<file path="config.mk">
export PLATFORM = sky130hd
export DESIGN_NAME = mem_port_arbiter
export DESIGN_NICKNAME = d
export VERILOG_FILES = /design/src/rtl/mem_port_arbiter.sv
export SDC_FILE = /design/constraint.sdc
export NUM_CORES = 1
export LEC_CHECK = 0
export ABC_AREA = 1
export CORE_UTILIZATION = 30
export DETAILED_ROUTE_END_ITERATION = 12
export GPL_TIMING_DRIVEN = 0
export PLACE_DENSITY = 0.73
export SLEW_MARGIN = 25
export SYNTH_ARGS = -nofsm -noshare
export SYNTH_HDL_FRONTEND = slang
export SYNTH_SLANG_ARGS = --single-unit
</file>
<file path="constraint.sdc">
create_clock -name clk -period 3.7 [get_ports clk]
set_clock_uncertainty 0.2 [all_clocks]
set_input_delay 0.925 -clock clk [delete_from_list [all_inputs] [get_ports clk]]
set_output_delay 0.925 -clock clk [all_outputs]
set_load 0.01 [all_outputs]
</file>
<file path="src/rtl/mem_port_arbiter.sv">
// Shares one single-port word memory between the IF (instruction fetch) and MEM (load/store) stages.
// MEM has fixed priority. Each access runs issue/wait/response and ends in a one-cycle ready pulse.
module mem_port_arbiter #(
  parameter int unsigned ADDR_W  = 16,
  parameter int unsigned TIMEOUT = 64
) (
  input  logic              clk,
  input  logic              rst,
  input  logic              if_req,
  input  logic [31:0]       if_addr,
  output logic [31:0]       if_rdata,
  output logic              if_ready,
  input  logic              mem_rd_req,
  input  logic              mem_wr_req,
  input  logic [31:0]       mem_addr,
  input  logic [31:0]       mem_wdata,
  output logic [31:0]       mem_rdata,
  output logic              mem_ready,
  output logic              sram_en,
  output logic              sram_we,
  output logic [ADDR_W-1:0] sram_addr,
  output logic [31:0]       sram_wdata,
  input  logic [31:0]       sram_rdata,
  input  logic              sram_ack,
  output logic              err
);

  localparam logic [7:0]  CntLast   = 8'(TIMEOUT - 1);
  localparam logic [31:0] AbortData = 32'hDEAD_BEEF;

  typedef enum logic [1:0] {StIdle, StIssue, StWait, StResp} state_e;

  state_e            state_q;
  logic              owner_mem_q;
  logic [7:0]        cnt_q;
  logic              en_q;
  logic              we_q;
  logic [ADDR_W-1:0] addr_q;
  logic [31:0]       wdata_q;
  logic              if_ready_q;
  logic              mem_ready_q;
  logic [31:0]       if_rdata_q;
  logic [31:0]       mem_rdata_q;
  logic              err_q;

  logic              mem_any;
  logic              done;
  logic              timed_out;
  logic [31:0]       done_data;

  // Byte-offset bits and bits above the word-address range are dropped on purpose.
  logic unused_addr_bits;
  assign unused_addr_bits = ^{if_addr[1:0], mem_addr[1:0],
                              if_addr[31:ADDR_W+2], mem_addr[31:ADDR_W+2]};

  assign mem_any = mem_rd_req | mem_wr_req;

  always_comb begin
    done      = 1'b0;
    timed_out = 1'b0;
    done_data = we_q ? 32'h0 : sram_rdata;
    case (state_q)
      StIssue: done = sram_ack;
      StWait: begin
        // A late ack in the final wait cycle still wins over the abort.
        timed_out = !sram_ack && (cnt_q == CntLast);
        done      = sram_ack || timed_out;
        if (timed_out) done_data = AbortData;
      end
      default: ;
    endcase
  end

  always_ff @(posedge clk or negedge rst) begin
    if (!rst) begin
      state_q     <= StIdle;
      owner_mem_q <= 1'b0;
      cnt_q       <= 8'd0;
      en_q        <= 1'b0;
      we_q        <= 1'b0;
      addr_q      <= '0;
      wdata_q     <= 32'h0;
      if_ready_q  <= 1'b0;
      mem_ready_q <= 1'b0;
      if_rdata_q  <= 32'h0;
      mem_rdata_q <= 32'h0;
      err_q       <= 1'b0;
    end else begin
      en_q        <= 1'b0;
      if_ready_q  <= 1'b0;
      mem_ready_q <= 1'b0;
      if_rdata_q  <= 32'h0;
      mem_rdata_q <= 32'h0;
      if (timed_out) err_q <= 1'b1;
      case (state_q)
        StIdle: begin
          if (mem_any) begin
            owner_mem_q <= 1'b1;
            addr_q      <= mem_addr[ADDR_W+1:2];
            wdata_q     <= mem_wdata;
            we_q        <= mem_wr_req;
            en_q        <= 1'b1;
            cnt_q       <= 8'd0;
            state_q     <= StIssue;
            if (mem_rd_req && mem_wr_req) err_q <= 1'b1;
          end else if (if_req) begin
            owner_mem_q <= 1'b0;
            addr_q      <= if_addr[ADDR_W+1:2];
            wdata_q     <= 32'h0;
            we_q        <= 1'b0;
            en_q        <= 1'b1;
            cnt_q       <= 8'd0;
            state_q     <= StIssue;
          end
        end
        StIssue, StWait: begin
          if (done) begin
            state_q <= StResp;
            if (owner_mem_q) begin
              mem_ready_q <= 1'b1;
              mem_rdata_q <= done_data;
            end else begin
              if_ready_q <= 1'b1;
              if_rdata_q <= done_data;
            end
          end else begin
            state_q <= StWait;
            if (state_q == StWait) cnt_q <= cnt_q + 8'd1;
          end
        end
        StResp:  state_q <= StIdle;
        default: state_q <= StIdle;
      endcase
    end
  end

  assign sram_en    = en_q;
  assign sram_we    = we_q;
  assign sram_addr  = addr_q;
  assign sram_wdata = wdata_q;
  assign if_ready   = if_ready_q;
  assign if_rdata   = if_rdata_q;
  assign mem_ready  = mem_ready_q;
  assign mem_rdata  = mem_rdata_q;
  assign err        = err_q;

endmodule

</file>
==> results.py <==
metrics = {
    "status": {
        "status": "completed",
    },
    "detailed_routing": {
        "firstDrtPassIters": 4,
        "drc_errors": 0,
        "vias_per_cell": 4.33,
        "wire_per_inst_um": 14.1,
        "drtIter0Drc": 231,
        "wl_um": 14700,
        "via_count": 4512,
        "ant_nets": 0,
    },
    "sta": {
        "setup_slack_ns": 1.24,
        "min_period_over_period_pct": 66.5,
        "fin_crit_ns": 2.46,
        "setup_violations": 0,
        "drv_slew": 0,
        "rsz0062_at_grt": "false",
        "hold_viol": 0,
        "maxSlewHeadroom_pct": 58.1,
        "tightestPinTransition_ns": 0.629,
        "fmax_mhz": 407,
    },
    "place": {
        "gp_congestion": 0.824,
        "post_dp_cell_area_um2": 7700,
        "post-dp-hpwl_um": 10800,
        "dpl_worst_slack_ns": 0.935,
        "place.port_buffers": 218,
    },
    "critical_path": {
        "regToRegSetupSlack_ns": 1.78,
        "r2r-end": "if_rdata[3]$_DFF_PN0_",
        "required_ns": 2.57,
        "arrival_ns": 1.33,
        "start_kind": "flop",
        "slowest_delay_ns": 0.57,
        "slowest_stage": "clkdlybuf4s50_1",
        "path_delay_family": "buffers and inverters",
        "criticalPathCategory": "flop to primary output",
        "worstPathMaxFanout": 2,
        "r2r_cells": 7,
        "crit_buf_inv": 1,
        "r2r_start": "state_q[0]$_DFFE_PN0N_",
        "cp_cell_sequence": "clkdlybuf4s50_1",
        "endpoint_kind": "primary output",
    },
    "synthesis": {
        "synth-seq-cells": 128,
        "synth_nets": 708,
        "syn_inst": 570,
        "synth_cell_types": 25,
        "yosys.area.top_type_share_pct": 61.4,
        "synth_area_leaders": "dfrtp_1 (61%), nand2_1 (13%), nor2_1 (6.5%)",
        "syn_avg_cell_area_um2": 9.15,
        "yosysSeqAreaShare_pct": 61.4,
        "yosysWarnings": 0,
        "synth_top_area_cell": "dfrtp_1",
        "syn_area_um2": 5220,
    },
    "grt": {
        "grt_first_pass_wirelength_um": 23500,
        "antenna_found_initial": 1,
        "grt_max_degree": 67,
        "grtUsageTotal_pct": 17.3,
        "gr-total-overflow": 0,
        "grt_pass1_vias": 4538,
    },
    "clock_tree": {
        "clk_latency_ns": 0.41,
        "clk_path_buf_depth": 2,
        "root_buffer": "clkbuf_16",
        "clkTransAtPathRegs_ns": 0.06,
        "hold_buffers": 0,
        "numCtsBuffers": 17,
        "cts_setup_buffers": 0,
        "cts-resized-gates": 0,
        "cts.sinks": 128,
        "h-tree-depth": 4,
        "cts_tree": "yes",
    },
    "floorplan": {
        "die-area_um2": 17900,
        "core_um2": 16800,
        "die_y_um": 134,
        "rows": 47,
        "start_util_pct": 31.1,
        "ios": 251,
        "die_w_um": 134,
    },
    "pwr": {
        "cellPowerDensity_nw_per_um2": 701,
        "leakage_uw": 0.00397,
        "vdd_drop_max_mv": 0.357,
    },
    "finish": {
        "area_delta_synth_final_pct": 59.5,
        "postLayoutCoreUtil_pct": 49.6,
        "final_area_um2": 8320,
        "drive_gt1_share_pct": 8.28,
        "layout.nets": 946,
    },
    "min_path": {
        "hold_class": "primary input to async pin",
    },
    "run": {
        "maxCapViolCount": 0,
    },
}
stage by stage:
stage | total power [uW] | hold slack, ns | TNS [ns] | std cells
after floorplan | 3060 | 0.271 | 0 | 570
after global placement | 4140 | 0.252 | -453.75 | 1008
after detailed placement | 4170 | 0.258 | 0 | 1009
after CTS | 5910 | 0.256 | 0 | 1041
after global routing | 6200 | 0.265 | 0 | 1042
final | 5830 | 0.231 | 0 | 1042
sequential cells by signal (all words and copies together) (netlist names):
signal and count:
cnt_q 8, err 1, if_rdata 32, if_ready 1, mem_rdata 32, mem_ready 1, owner_mem_q 1, sram_addr 16
sram_en 1, sram_wdata 32, sram_we 1, state_q 2
how the worst max path moves through the flow:
| stage | startpoint | end | slack, ns | depth (start not counted) |
|---|---|---|---|---|
| 2_1_floorplan | mem_wr_req | sram_wdata[22]$_DFFE_PN0P_ | 1.72 | 6 |
| 3_3_place_gp | rst | if_rdata[19]$_DFF_PN0_ | -3.55 | 1 |
| 3_5_place_dp | mem_wr_req | sram_addr[9]$_DFFE_PN0P_ | 0.94 | 6 |
| 4_1_cts | sram_addr[14]$_DFFE_PN0P_ | sram_addr[14] | 1.21 | 1 |
| 5_1_grt | sram_wdata[15]$_DFFE_PN0P_ | sram_wdata[15] | 1.18 | 1 |
| 6_report | sram_addr[0]$_DFFE_PN0P_ | sram_addr[0] | 1.24 | 1 |
area by class of cell:
| type | count | area (um2) |
|---|---|---|
| Fill cell | 1595 | 8440 |
| Sequential cell | 128 | 3200 |
| Timing Repair Buffer | 219 | 2210 |
| Multi-Input combinational cell | 369 | 1660 |
| Clock buffer | 17 | 425 |
| Tap cell | 220 | 275 |
| Clock inverter | 15 | 186 |
| Buffer | 28 | 186 |
| Inverter | 45 | 169 |
| Antenna cell | 1 | 2.50 |
routing by layer:
metal / vias up / GRT usage [%] / wire length [um]
met5: - / 0 / 0
met4: 0 / 7.83 / 438
met3: 26 / 4.61 / 664
met2: 126 / 29.7 / 7580
met1: 2117 / 20.2 / 6000
li1: 2243 / - / -
cell usage after synthesis (all sizes together):
library cell and n:
a21oi 4, a31oi 16, buf 19, clkbuf 9, dfrtp 128, ha 4
inv 45, nand2 190, nand3 52, nand3b 2, nand4 1, nor2 93
nor3b 1, o21ai 5, xnor2 1
where the power goes:
part           total, uW  internal [uW]  switching, uW
combinational       2180           1020           1170
clock               1710           1070            645
sequential          1930           1760            178
layout by cell type, fill, tap and decap left out:
master / count
buf_6: 9
ha_1: 4
clkinv_4: 5
inv_6: 2
clkdlybuf4s50_1: 217
bufinv_16: 3
a21oi_1: 3
nand2_1: 185
buf_8: 1
a31oi_1: 16
buf_2: 8
clkbuf_1: 9
nor2_4: 3
dfrtp_1: 128
nand3b_1: 2
clkinv_2: 1
inv_1: 42
nand2_2: 3
a21oi_4: 1
nor3b_1: 1
xnor2_1: 1
inv_2: 3
clkinvlp_4: 4
nand3_1: 49
nor2_1: 90
o21ai_0: 5
nand2_4: 2
buf_4: 1
diode_2: 1
buf_16: 1
nand4_4: 1
buf_1: 1
nand3_2: 1
nand3_4: 2
clkbuf_16: 17
cells by family (layout without fill, tap and decap cells):
kind of cell	count (synthesis)	in the layout	synth area share [%]
compound gates	25	25	3.00
xor+xnor	1	1	0.168
fa+ha+maj	4	4	0.960
buf+inv	73	324	6.81
flops	128	128	61.4
other cells	0	1	0
simple gates	339	339	27.6
(Power assumes the default switching activity.)
